**config.mk**
```make
export PLATFORM = sky130hd
export DESIGN_NAME = menu_overlay_flat
export DESIGN_NICKNAME = d
export VERILOG_FILES = /design/src/rtl/menu_pkg.sv /design/src/rtl/menu_overlay_if.sv /design/src/rtl/menu_sel_fsm.sv /design/src/rtl/menu_overlay.sv /design/src/flat_wrapper.sv
export SDC_FILE = /design/constraint.sdc
export NUM_CORES = 1
export LEC_CHECK = 0
export CAP_MARGIN = 20
export CORE_UTILIZATION = 35
export CTS_CLUSTER_SIZE = 10
export DETAILED_ROUTE_END_ITERATION = 8
export GPL_TIMING_DRIVEN = 0
export PLACE_DENSITY_LB_ADDON = 0.25
export SLEW_MARGIN = 20
export SYNTH_ARGS = -nofsm -noshare
export SYNTH_HDL_FRONTEND = slang
export SYNTH_HIERARCHICAL = 1
export SYNTH_SLANG_ARGS = --single-unit
```
**constraint.sdc**
```tcl
create_clock -name pix_clk -period 17.1 [get_ports pix_clk]
set_input_delay 5.13 -clock pix_clk [delete_from_list [all_inputs] [get_ports pix_clk]]
set_output_delay 5.13 -clock pix_clk [all_outputs]
set_load 0.01 [all_outputs]
```
**src/rtl/menu_pkg.sv**
```systemverilog
// Shared menu layout defaults, RGB565 colours, selection FSM encoding and pixel latency.
// Pure declarations; no logic, no latency, no backpressure.
package menu_pkg;

    localparam logic [15:0] RGB_WHITE  = 16'hFFFF;
    localparam logic [15:0] RGB_BLACK  = 16'h0000;
    localparam logic [15:0] RGB_YELLOW = 16'hFFE0;

    localparam int DEF_X0     = 75;
    localparam int DEF_Y0     = 300;
    localparam int DEF_ITEM_W = 240;
    localparam int DEF_ITEM_H = 48;
    localparam int DEF_GAP    = 75;

    typedef enum logic {
        SEL_IDLE = 1'b0,
        SEL_PEND = 1'b1
    } sel_state_e;

    // Stage 0 hit test + stage 1 ROM address, then the ROM's own read latency.
    function automatic int pix_latency(input int rom_lat);
        return 2 + rom_lat;
    endfunction

endpackage

```
**src/rtl/menu_overlay_if.sv**
```systemverilog
// Video timing in/out, overlay pixel and glyph ROM port bundle.
// master = timing generator / encoder / ROM side, slave = menu_overlay.
interface menu_overlay_if #(
    parameter int X_BITS = 13,
    parameter int Y_BITS = 13,
    parameter int ADDR_W = 10,
    parameter int ITEM_W = 240
);
    logic [X_BITS-1:0] act_x;
    logic [Y_BITS-1:0] act_y;
    logic              vs_in;
    logic              hs_in;
    logic              de_in;
    logic              vs_out;
    logic              hs_out;
    logic              de_out;
    logic [15:0]       rgb_data;
    logic [ADDR_W-1:0] rom_addr;
    logic [ITEM_W-1:0] rom_data;

    modport master (
        output act_x, act_y, vs_in, hs_in, de_in, rom_data,
        input  vs_out, hs_out, de_out, rgb_data, rom_addr
    );

    modport slave (
        input  act_x, act_y, vs_in, hs_in, de_in, rom_data,
        output vs_out, hs_out, de_out, rgb_data, rom_addr
    );
endinterface

```
**src/rtl/menu_sel_fsm.sv**
```systemverilog
// Menu cursor: key presses queue a move that commits on the next vs_in rise; blink timer; confirm pulse.
// sel_confirm one cycle after key_ok; keys are pulses, no backpressure.
module menu_sel_fsm
    import menu_pkg::*;
#(
    parameter int N_ITEMS      = 3,
    parameter int BLINK_FRAMES = 30,
    localparam int SEL_W       = (N_ITEMS > 1) ? $clog2(N_ITEMS) : 1
) (
    input  logic             pix_clk,
    input  logic             rst,
    input  logic             vs_in,
    input  logic             key_left,
    input  logic             key_right,
    input  logic             key_ok,
    output logic [SEL_W-1:0] sel_idx,
    output logic             sel_confirm,
    output logic             blink_on
);
    localparam int CNT_W = (BLINK_FRAMES > 1) ? $clog2(BLINK_FRAMES) : 1;

    sel_state_e       state_q;
    logic             vs_q;
    logic             pend_dir_q;
    logic [SEL_W-1:0] sel_q;
    logic             confirm_q;
    logic             blink_q;
    logic [CNT_W-1:0] frame_cnt_q;

    logic             vs_rise;
    logic             press;
    logic             move_dir;
    logic             commit;
    logic [SEL_W-1:0] sel_next;

    always_comb begin
        vs_rise  = vs_in & ~vs_q;
        press    = key_left ^ key_right;
        // A press landing on the commit cycle is the latest one, so it wins.
        move_dir = press ? key_right : pend_dir_q;
        commit   = vs_rise && (state_q == SEL_PEND);
        sel_next = sel_q;
        if (move_dir) begin
            sel_next = (sel_q == SEL_W'(N_ITEMS - 1)) ? '0 : sel_q + 1'b1;
        end else begin
            sel_next = (sel_q == '0) ? SEL_W'(N_ITEMS - 1) : sel_q - 1'b1;
        end
    end

    always_ff @(posedge pix_clk) begin
        if (rst) begin
            state_q     <= SEL_IDLE;
            vs_q        <= 1'b0;
            pend_dir_q  <= 1'b0;
            sel_q       <= '0;
            confirm_q   <= 1'b0;
            blink_q     <= 1'b1;
            frame_cnt_q <= '0;
        end else begin
            vs_q      <= vs_in;
            confirm_q <= key_ok;
            case (state_q)
                SEL_IDLE: begin
                    if (press) begin
                        pend_dir_q <= key_right;
                        state_q    <= SEL_PEND;
                    end
                end
                SEL_PEND: begin
                    if (vs_rise) begin
                        sel_q   <= sel_next;
                        state_q <= SEL_IDLE;
                    end else if (press) begin
                        pend_dir_q <= key_right;
                    end
                end
                default: state_q <= SEL_IDLE;
            endcase
            if (commit) begin
                frame_cnt_q <= '0;
                blink_q     <= 1'b1;
            end else if (vs_rise) begin
                if (frame_cnt_q == CNT_W'(BLINK_FRAMES - 1)) begin
                    frame_cnt_q <= '0;
                    blink_q     <= ~blink_q;
                end else begin
                    frame_cnt_q <= frame_cnt_q + 1'b1;
                end
            end
        end
    end

    assign sel_idx     = sel_q;
    assign sel_confirm = confirm_q;
    assign blink_on    = blink_q;

endmodule

```
**src/rtl/menu_overlay.sv**
```systemverilog
// Menu bar renderer: hit test, glyph ROM fetch, colour select; syncs delayed to match.
// Latency 2+ROM_LAT cycles from act_x/act_y/syncs to rgb_data/syncs; streaming, no backpressure.
module menu_overlay
    import menu_pkg::*;
#(
    parameter int          X_BITS       = 13,
    parameter int          Y_BITS       = 13,
    parameter int          N_ITEMS      = 3,
    parameter int          ITEM_W       = DEF_ITEM_W,
    parameter int          ITEM_H       = DEF_ITEM_H,
    parameter int          X0           = DEF_X0,
    parameter int          Y0           = DEF_Y0,
    parameter int          GAP          = DEF_GAP,
    parameter int          ADDR_W       = 10,
    parameter int          ROM_LAT      = 1,
    parameter int          BLINK_FRAMES = 30,
    parameter logic [15:0] FG           = RGB_WHITE,
    parameter logic [15:0] BG           = RGB_BLACK,
    parameter logic [15:0] HL_FG        = RGB_BLACK,
    parameter logic [15:0] HL_BG        = RGB_YELLOW,
    localparam int         SEL_W        = (N_ITEMS > 1) ? $clog2(N_ITEMS) : 1
) (
    input  logic             pix_clk,
    input  logic             rst,
    menu_overlay_if.slave    io,
    input  logic             key_left,
    input  logic             key_right,
    input  logic             key_ok,
    output logic [SEL_W-1:0] sel_idx,
    output logic             sel_confirm
);
    localparam int L     = pix_latency(ROM_LAT);
    localparam int PITCH = ITEM_W + GAP;
    localparam int LX_W  = (ITEM_W > 1) ? $clog2(ITEM_W) : 1;
    localparam int LY_W  = (ITEM_H > 1) ? $clog2(ITEM_H) : 1;

    typedef struct packed {
        logic             hit;
        logic [SEL_W-1:0] k;
        logic [LX_W-1:0]  lx;
    } meta_t;

    typedef struct packed {
        logic vs;
        logic hs;
        logic de;
    } sync_t;

    meta_t             meta0_q, meta0_d;
    logic [LY_W-1:0]   ly0_q, ly0_d;
    logic [ADDR_W-1:0] rom_addr_q, rom_addr_d;
    meta_t             meta_pipe_q [ROM_LAT+1];
    meta_t             meta_pipe_d [ROM_LAT+1];
    sync_t             sync_pipe_q [L];
    sync_t             sync_pipe_d [L];

    logic [31:0]       x_w;
    logic [31:0]       y_w;
    meta_t             meta_o;
    sync_t             sync_o;
    logic [LX_W-1:0]   rom_bit_idx;
    logic              glyph_bit;
    logic              blink_on;
    logic [15:0]       rgb;

    always_comb begin
        x_w     = {{(32-X_BITS){1'b0}}, io.act_x};
        y_w     = {{(32-Y_BITS){1'b0}}, io.act_y};
        meta0_d = '0;
        ly0_d   = '0;
        if (y_w >= 32'(Y0) && y_w < 32'(Y0 + ITEM_H)) begin
            ly0_d = LY_W'(y_w - 32'(Y0));
            for (int k = 0; k < N_ITEMS; k++) begin
                if (x_w >= 32'(X0 + k * PITCH) && x_w < 32'(X0 + k * PITCH + ITEM_W)) begin
                    meta0_d.hit = 1'b1;
                    meta0_d.k   = SEL_W'(k);
                    meta0_d.lx  = LX_W'(x_w - 32'(X0 + k * PITCH));
                end
            end
        end

        rom_addr_d = meta0_q.hit ? ADDR_W'(32'(meta0_q.k) * 32'(ITEM_H) + 32'(ly0_q)) : '0;

        meta_pipe_d[0] = meta0_q;
        for (int i = 1; i <= ROM_LAT; i++) meta_pipe_d[i] = meta_pipe_q[i-1];

        sync_pipe_d[0] = '{vs: io.vs_in, hs: io.hs_in, de: io.de_in};
        for (int i = 1; i < L; i++) sync_pipe_d[i] = sync_pipe_q[i-1];
    end

    always_ff @(posedge pix_clk) begin
        if (rst) begin
            meta0_q    <= '0;
            ly0_q      <= '0;
            rom_addr_q <= '0;
            for (int i = 0; i <= ROM_LAT; i++) meta_pipe_q[i] <= '0;
            for (int i = 0; i < L; i++) sync_pipe_q[i] <= '0;
        end else begin
            meta0_q     <= meta0_d;
            ly0_q       <= ly0_d;
            rom_addr_q  <= rom_addr_d;
            meta_pipe_q <= meta_pipe_d;
            sync_pipe_q <= sync_pipe_d;
        end
    end

    menu_sel_fsm #(
        .N_ITEMS      (N_ITEMS),
        .BLINK_FRAMES (BLINK_FRAMES)
    ) u_sel (
        .pix_clk     (pix_clk),
        .rst         (rst),
        .vs_in       (io.vs_in),
        .key_left    (key_left),
        .key_right   (key_right),
        .key_ok      (key_ok),
        .sel_idx     (sel_idx),
        .sel_confirm (sel_confirm),
        .blink_on    (blink_on)
    );

    // The ROM word is consumed straight off its output so the last stage adds no register.
    always_comb begin
        meta_o      = meta_pipe_q[ROM_LAT];
        sync_o      = sync_pipe_q[L-1];
        rom_bit_idx = LX_W'(ITEM_W - 1) - meta_o.lx;
        glyph_bit   = io.rom_data[rom_bit_idx];
        rgb         = '0;
        if (!sync_o.de) begin
            rgb = '0;
        end else if (!meta_o.hit) begin
            rgb = BG;
        end else if (meta_o.k == sel_idx && blink_on) begin
            rgb = glyph_bit ? HL_FG : HL_BG;
        end else begin
            rgb = glyph_bit ? FG : BG;
        end
    end

    assign io.rgb_data = rgb;
    assign io.rom_addr = rom_addr_q;
    assign io.vs_out   = sync_o.vs;
    assign io.hs_out   = sync_o.hs;
    assign io.de_out   = sync_o.de;

endmodule

```
**src/flat_wrapper.sv**
```systemverilog
// flat-port wrapper written by rule: the top's interface ports become plain ports
module menu_overlay_flat import menu_pkg::*;
#(
    parameter int          X_BITS       = 13,
    parameter int          Y_BITS       = 13,
    parameter int          N_ITEMS      = 3,
    parameter int          ITEM_W       = DEF_ITEM_W,
    parameter int          ITEM_H       = DEF_ITEM_H,
    parameter int          X0           = DEF_X0,
    parameter int          Y0           = DEF_Y0,
    parameter int          GAP          = DEF_GAP,
    parameter int          ADDR_W       = 10,
    parameter int          ROM_LAT      = 1,
    parameter int          BLINK_FRAMES = 30,
    parameter logic [15:0] FG           = RGB_WHITE,
    parameter logic [15:0] BG           = RGB_BLACK,
    parameter logic [15:0] HL_FG        = RGB_BLACK,
    parameter logic [15:0] HL_BG        = RGB_YELLOW,
    localparam int         SEL_W        = (N_ITEMS > 1) ? $clog2(N_ITEMS) : 1
)
  (pix_clk, rst, key_left, key_right, key_ok, sel_idx, sel_confirm, io_act_x, io_act_y, io_vs_in, io_hs_in, io_de_in, io_rom_data, io_vs_out, io_hs_out, io_de_out, io_rgb_data, io_rom_addr);
  menu_overlay_if #(.X_BITS(X_BITS), .Y_BITS(Y_BITS), .ADDR_W(ADDR_W), .ITEM_W(ITEM_W)) io_i ();
  input  logic pix_clk;
  input  logic rst;
  input  logic key_left;
  input  logic key_right;
  input  logic key_ok;
  output logic [SEL_W-1:0] sel_idx;
  output logic sel_confirm;
  input wire logic [$bits(io_i.act_x)-1:0] io_act_x;
  input wire logic [$bits(io_i.act_y)-1:0] io_act_y;
  input wire logic [$bits(io_i.vs_in)-1:0] io_vs_in;
  input wire logic [$bits(io_i.hs_in)-1:0] io_hs_in;
  input wire logic [$bits(io_i.de_in)-1:0] io_de_in;
  input wire logic [$bits(io_i.rom_data)-1:0] io_rom_data;
  output wire logic [$bits(io_i.vs_out)-1:0] io_vs_out;
  output wire logic [$bits(io_i.hs_out)-1:0] io_hs_out;
  output wire logic [$bits(io_i.de_out)-1:0] io_de_out;
  output wire logic [$bits(io_i.rgb_data)-1:0] io_rgb_data;
  output wire logic [$bits(io_i.rom_addr)-1:0] io_rom_addr;
  assign io_i.act_x = io_act_x;
  assign io_i.act_y = io_act_y;
  assign io_i.vs_in = io_vs_in;
  assign io_i.hs_in = io_hs_in;
  assign io_i.de_in = io_de_in;
  assign io_i.rom_data = io_rom_data;
  assign io_vs_out = io_i.vs_out;
  assign io_hs_out = io_i.hs_out;
  assign io_de_out = io_i.de_out;
  assign io_rgb_data = io_i.rgb_data;
  assign io_rom_addr = io_i.rom_addr;
  menu_overlay #(.X_BITS(X_BITS), .Y_BITS(Y_BITS), .N_ITEMS(N_ITEMS), .ITEM_W(ITEM_W), .ITEM_H(ITEM_H), .X0(X0), .Y0(Y0), .GAP(GAP), .ADDR_W(ADDR_W), .ROM_LAT(ROM_LAT), .BLINK_FRAMES(BLINK_FRAMES), .FG(FG), .BG(BG), .HL_FG(HL_FG), .HL_BG(HL_BG)) u_core (.pix_clk(pix_clk), .rst(rst), .io(io_i), .key_left(key_left), .key_right(key_right), .key_ok(key_ok), .sel_idx(sel_idx), .sel_confirm(sel_confirm));
endmodule
```
== Word level (Yosys, flattened, before mapping) ==
Cells that the tools add are included.
Cells by class
  reductions and logical operators: 13
  add/subtract/negate cells: 9
  bitwise operators: 7
  divide/modulo/power cells: 0
  $mul: 1
  order comparisons: 9
  shift-type cells: 0
  equality and inequality tests: 4
  muxes and demuxes: 20
Operator list (number)
  $mux W16: 5
  $mux W11: 3
  $ge A13 B9 Y1 const B: 2
  $lt A13 B10 Y1 const B: 2
  $lt A13 B9 Y1 const B: 2
  $sub A8 B8 Y8 const B: 2
  $ge A13 B10 Y1 const B: 1
  $ge A13 B7 Y1 const B: 1
  $add A8 B6 Y9: 1
  $lt A8 B9 Y1 const B: 1
  $bmux W1 S8: 1
  $sub A8 B7 Y8 const B: 1
  $sub A8 B8 Y8 const A: 1
  $logic_and A1 B1 Y1: 6
  $mux W2: 3
  $reduce_or A2 Y1: 3
  $sub A6 B6 Y6 const B: 1
  $add A5 B1 Y5 const B: 1
  $eq A5 B5 Y1 const B: 1
  $mux W1: 5
  $mux W5: 1
  $not A1 Y1: 5
  $mul A2 B2 Y4 const B: 1
  $pmux W1 S2: 2
  10 further kinds: 11
Word-level totals
  output and inout bits: 32
  bits in read-only memories: 0
  bits in latches: 0
  memory bits (writable): 0
  bits in registers: 69
  memories: 0

== Logic depth before layout (Yosys ltp) ==
Gate-level depths: netlist (run 1).
  word-level depth: 7
  gate-level depth with buffers: 14
  gate-level depth less buffers: 9

== Cells and area by module ==
Netlist (run 1), hierarchy kept.
Modules (own cells, without submodules)
  menu_overlay: area each 4636.9 µm², times used 1, sequential area each 1141.1 µm², cells an instance 465
  menu_sel_fsm: area each 604.3 µm², times used 1, sequential area each 240.2 µm², cells an instance 65

== Least setup slack after synthesis (run 1) ==
Ideal clock, no wire load.
  path type: input -> output
  from: in io_rom_data[212]
  to: out io_rgb_data[10]
  cell stages on the path: 9
  data arrival time: 7.517 ns
  path buffers: 1
  required time: 11.970 ns
  path slack: 4.453 ns
  path through: mux4_2 mux4_2 o21ai_0 a21oi_1 a211oi_1 o41ai_1 ha_1 nor2_1 buf_4
Between the ends
  word-level cells in the longest chain between the ends: 6
  elaborated cells on any way between the ends: 7
  classes of those cells: 7 x mux
RTL lines
  start: declaration: line flat_wrapper.sv:35  | input wire logic [$bits(io_i.rom_data)-1:0] io_rom_data;
  $bmux W1 S8 (*): line menu_overlay.sv:127  | glyph_bit = io.rom_data[rom_bit_idx];
  $mux W1 (not written as such) (*): line menu_overlay.sv:127
  $mux W16 (on tied branches): line menu_overlay.sv:136, menu_overlay.sv:134
  $mux W16 (*): line menu_overlay.sv:133  | end else if (meta_o.k == sel_idx && blink_on) begin
  $mux W16 (*): line menu_overlay.sv:131  | end else if (!meta_o.hit) begin
  $mux W16 (*): line menu_overlay.sv:129  | if (!sync_o.de) begin
  end: declaration: line flat_wrapper.sv:39  | output wire logic [$bits(io_i.rgb_data)-1:0] io_rgb_data;
Mark *: on every way between the ends. The rest lies on a longest branch, timed or not. The select of a mux whose other input is x is not followed.

== Worst setup path after layout (run 1) ==
  from: in io_rom_data[199]
  to: out io_rgb_data[9]
Same word-level chain as after synthesis.

==> results.json, run 1 <==
{
  "status": "complete, no violations",
  "wl_per_cell_um": 20.0,
  "clock.fmax_ghz": 0.0717,
  "drt-total-wl_mm": 20.7,
  "relSlewSlack": 0.466,
  "slowest_delay_ps": 540,
  "synthesis.area_um2": 5240,
  "cts_resized": 0,
  "vias_per_cell": 5.45,
  "setup_slack_ps": 3150,
  "p_int_mw": 0.353,
  "grt_usage": 0.264,
  "yosysTopAreaCell": "dfxtp_1",
  "worstPathArrival_ps": 8820,
  "p_sw_frac": 0.217,
  "core_um2": 14600,
  "async_flop_share": 0,
  "final-max-slew-violation-count": 0,
  "p_comb_frac": 0.233,
  "slowest_stage": "clkdlybuf4s50_1",
  "cp.required_ps": 11970,
  "path_max_fanout": 11,
  "place_ws_ps": 3170,
  "antenna_found_initial": 2,
  "p_sw_mw": 0.0979,
  "clk_pin_slew_worst_paths_ps": 50,
  "fin_skew_ps": 7.22,
  "fillers": 1241,
  "postRouteAntennaNets": 0,
  "cts_made_buffers": 9,
  "clkPwrFrac": 0.401,
  "setup-violations-final": 0,
  "synth_cell_type_count": 68,
  "worst_slew_pin_slew_ps": 794,
  "hold_class": "register to register",
  "p_leak_nw": 3.29,
  "firstDrtPassIters": 4,
  "p_seq_frac": 0.365,
  "cap_violations": 0,
  "hold_violations": 0,
  "post-cts-setup-buffers": 0,
  "ys_seq_area_frac": 0.264,
  "cts_tree": "built",
  "worst_hold_startpoint": "u_core/ly0_q[2]$_SDFF_PP0_",
  "vias": 5629,
  "areaGrowthSynthToFinish_pct": 68.0,
  "layout_min_cycle_time_ps": 13950,
  "dieArea_um2": 15500,
  "gp_congestion": 0.874,
  "synth_cells": 530,
  "rsz0062_at_grt": "no",
  "ios": 306,
  "dpl.hpwl_mm": 17.3,
  "grt_first_pass_wirelength_mm": 31.9,
  "grt_max_degree": 13,
  "yosys_warnings": 6,
  "grt_pass1_vias": 5683,
  "crit_path_start_kind": "input pin",
  "grt.overflow.total": 0,
  "finalNetCount": 1138,
  "htreeDepth": 3,
  "drc": 0,
  "clockBufferDepth": 2,
  "synth_fp_nets": 825,
  "powerDensity_nw_per_um2": 51.3,
  "synth_top_area_frac": 0.264,
  "endpoint_kind": "primary output",
  "vdd_drop_max_uv": 40.6,
  "crit_type": "input pin to primary output",
  "fp.dieW_um": 124,
  "clock_latency_ps": 320,
  "fp.dieH_um": 124,
  "fin_tns_setup_ps": 0,
  "timing.rr.start": "u_core/meta0_q[8]$_SDFF_PP0_",
  "start_util": 0.359,
  "io_buffer_count": 302,
  "synth_edf_count": 0,
  "postCtsHoldBufs": 0,
  "worstPathCellList": "clkdlybuf4s50_1 -> mux4_2 -> mux4_2 -> o21ai_0 -> a21oi_1 -> a211oi_1 -> o41ai_1 -> ha_1 -> nor2_1 -> buf_4 -> clkdlybuf4s50_1",
  "synth_area_leaders": "dfxtp_1 26%, mux4_2 20%, mux2i_1 5.0%, ha_1 4.8%, nor2b_1 4.7%",
  "cts_root_buf": "clkbuf_16",
  "syn_area_per_cell_um2": 9.89,
  "ys_ff_latch": 69,
  "row_count": 44,
  "startpoint": "io_rom_data[199]",
  "synth-main-ff-cell": "dfxtp_1",
  "fin_crit_sh": 0.816,
  "drt_iter0_drc": 302,
  "drive_gt1_frac": 0.144,
  "cts.sinks": 69
}
[worst paths after layout]
check,end,slack (ps),depth (start not counted)
hold / removal,u_core/io.rom_addr[2]$_SDFF_PP0_,430,1
setup reg to reg,u_core/io.rom_addr[7]$_SDFF_PP0_,15510,8
setup / recovery,io_rgb_data[9],3150,11
hold reg to reg,u_core/io.rom_addr[2]$_SDFF_PP0_,430,1
[power by group through the flow]
| stage | Sequential [mW] | Clock, mW | Combinational (mW) |
|---|---|---|---|
| floorplan | 0.168 | 0 | 0.0305 |
| global placement | 0.168 | 0 | 0.102 |
| detailed placement | 0.168 | 0 | 0.104 |
| CTS | 0.165 | 0.185 | 0.105 |
| global route | 0.165 | 0.192 | 0.112 |
| finish | 0.165 | 0.181 | 0.105 |
[logic make-up after synthesis]
group | after synthesis | synth area share
compound gates | 104 | 0.139
xor+xnor | 12 | 0.0201
fa+ha+maj | 21 | 0.0516
buf+inv | 66 | 0.0664
flops | 69 | 0.264
mux | 88 | 0.282
other cells | 1 | 0.000715
simple gates | 169 | 0.177
[sequential cells by signal, indices dropped and copies added (netlist names)]
name / count
u_core/meta_pipe_d: 11
u_core/u_sel/pend_dir_q: 1
u_core/u_sel/sel_idx: 2
u_core/io.vs_out: 1
u_core/u_sel/frame_cnt_q: 5
u_core/u_sel/state_q: 1
u_core/meta_o: 11
u_core/u_sel/vs_q: 1
u_core/io.de_out: 1
u_core/ly0_q: 6
u_core/u_sel/sel_confirm: 1
u_core/u_sel/blink_on: 1
u_core/sync_pipe_d: 6
u_core/meta0_q: 11
u_core/io.rom_addr: 9
u_core/io.hs_out: 1
[metal layers]
metal,global-route usage,wire [um],vias to the layer above
met5,0,18,-
met4,0.0999,728,2
met3,0.0627,1310,53
met2,0.475,10500,273
met1,0.299,8130,2687
li1,-,-,2614
[layout by cell type, fill, tap and decap left out, drive strengths merged, types with 21 or more instances in the layout]
cell type / instances
buf: 36
a21oi: 21
nand2: 30
dfxtp: 69
mux2i: 26
mux4: 46
nor2b: 39
clkdlybuf4s50: 302
nor2: 31
[cells in the mapped netlist, drive strengths merged (2+ instances only)]
cell and instances:
o21ai 20, a221oi 7, mux2 16, nor3 8, nor2 31, mux2i 26, or3 3, ha 20
o211a 2, xnor2 8, nand3b 4, a211oi 8, and2 10, buf 36, a311oi 4, and3b 2
inv 19, mux4 46, a41oi 2, nand3 13, o2111ai 2, nor4 2, a31oi 5, nor2b 39
a21oi 21, nand2 30, clkbuf 10, nor3b 2, dfxtp 69, o21a 4, nand2b 7, o22ai 5
a222oi 4, o221ai 6, a22oi 3, xor2 4, and3 4, and2b 2, nand4 5
[cell type report]
class	instances	area, um^2	area share
diodes	1	2.50	0.000284
plain buffers	46	273	0.0310
clock buffers	10	239	0.0271
clock inverters	6	61.3	0.00696
inverters	20	75.1	0.00853
multi-input cells	395	3520	0.400
flip-flops and latches	69	1380	0.157
well taps	184	230	0.0262
repair buffers	302	3020	0.343
[metrics by stage]
stage                     hold WS (ps)   util  power [mW]  cells  cell area [um^2]
after floorplan                    406      -       0.198    530              5240
after global placement             418  0.582       0.270   1016              8490
after detailed placement           417  0.583       0.273   1016              8500
after CTS                          430  0.603       0.455   1032              8800
after global routing               441  0.603       0.469   1033              8800
final                              433  0.603       0.451   1033              8800
[critical path: cells and delay by family]
family                     cells  cell delay [ps]
buffers and inverters          3             1200
muxes                          2             1000
AOI/OAI and AO/OA              4              640
and+or+nand+nor                1              530
adders and majority gates      1              320
No activity file was read; power rests on OpenSTA's default activity.
==> inputs of run 2 (changes only) <==
- clock period: 17.1 -> 13.1 ns (I/O delays scaled with it)
==> results of run 2 <==
Same layout as run 1 (identical final DEF). Status: complete, no violations.
Main changes from that run: setup slack after placement 3170 ps -> 1570 ps; setup slack after layout 3150 ps -> 1550 ps; register-to-register setup slack 15510 ps -> 11510 ps; total power 0.451 mW -> 0.589 mW; worst IR drop on VDD 40.6 uV -> 53.0 uV
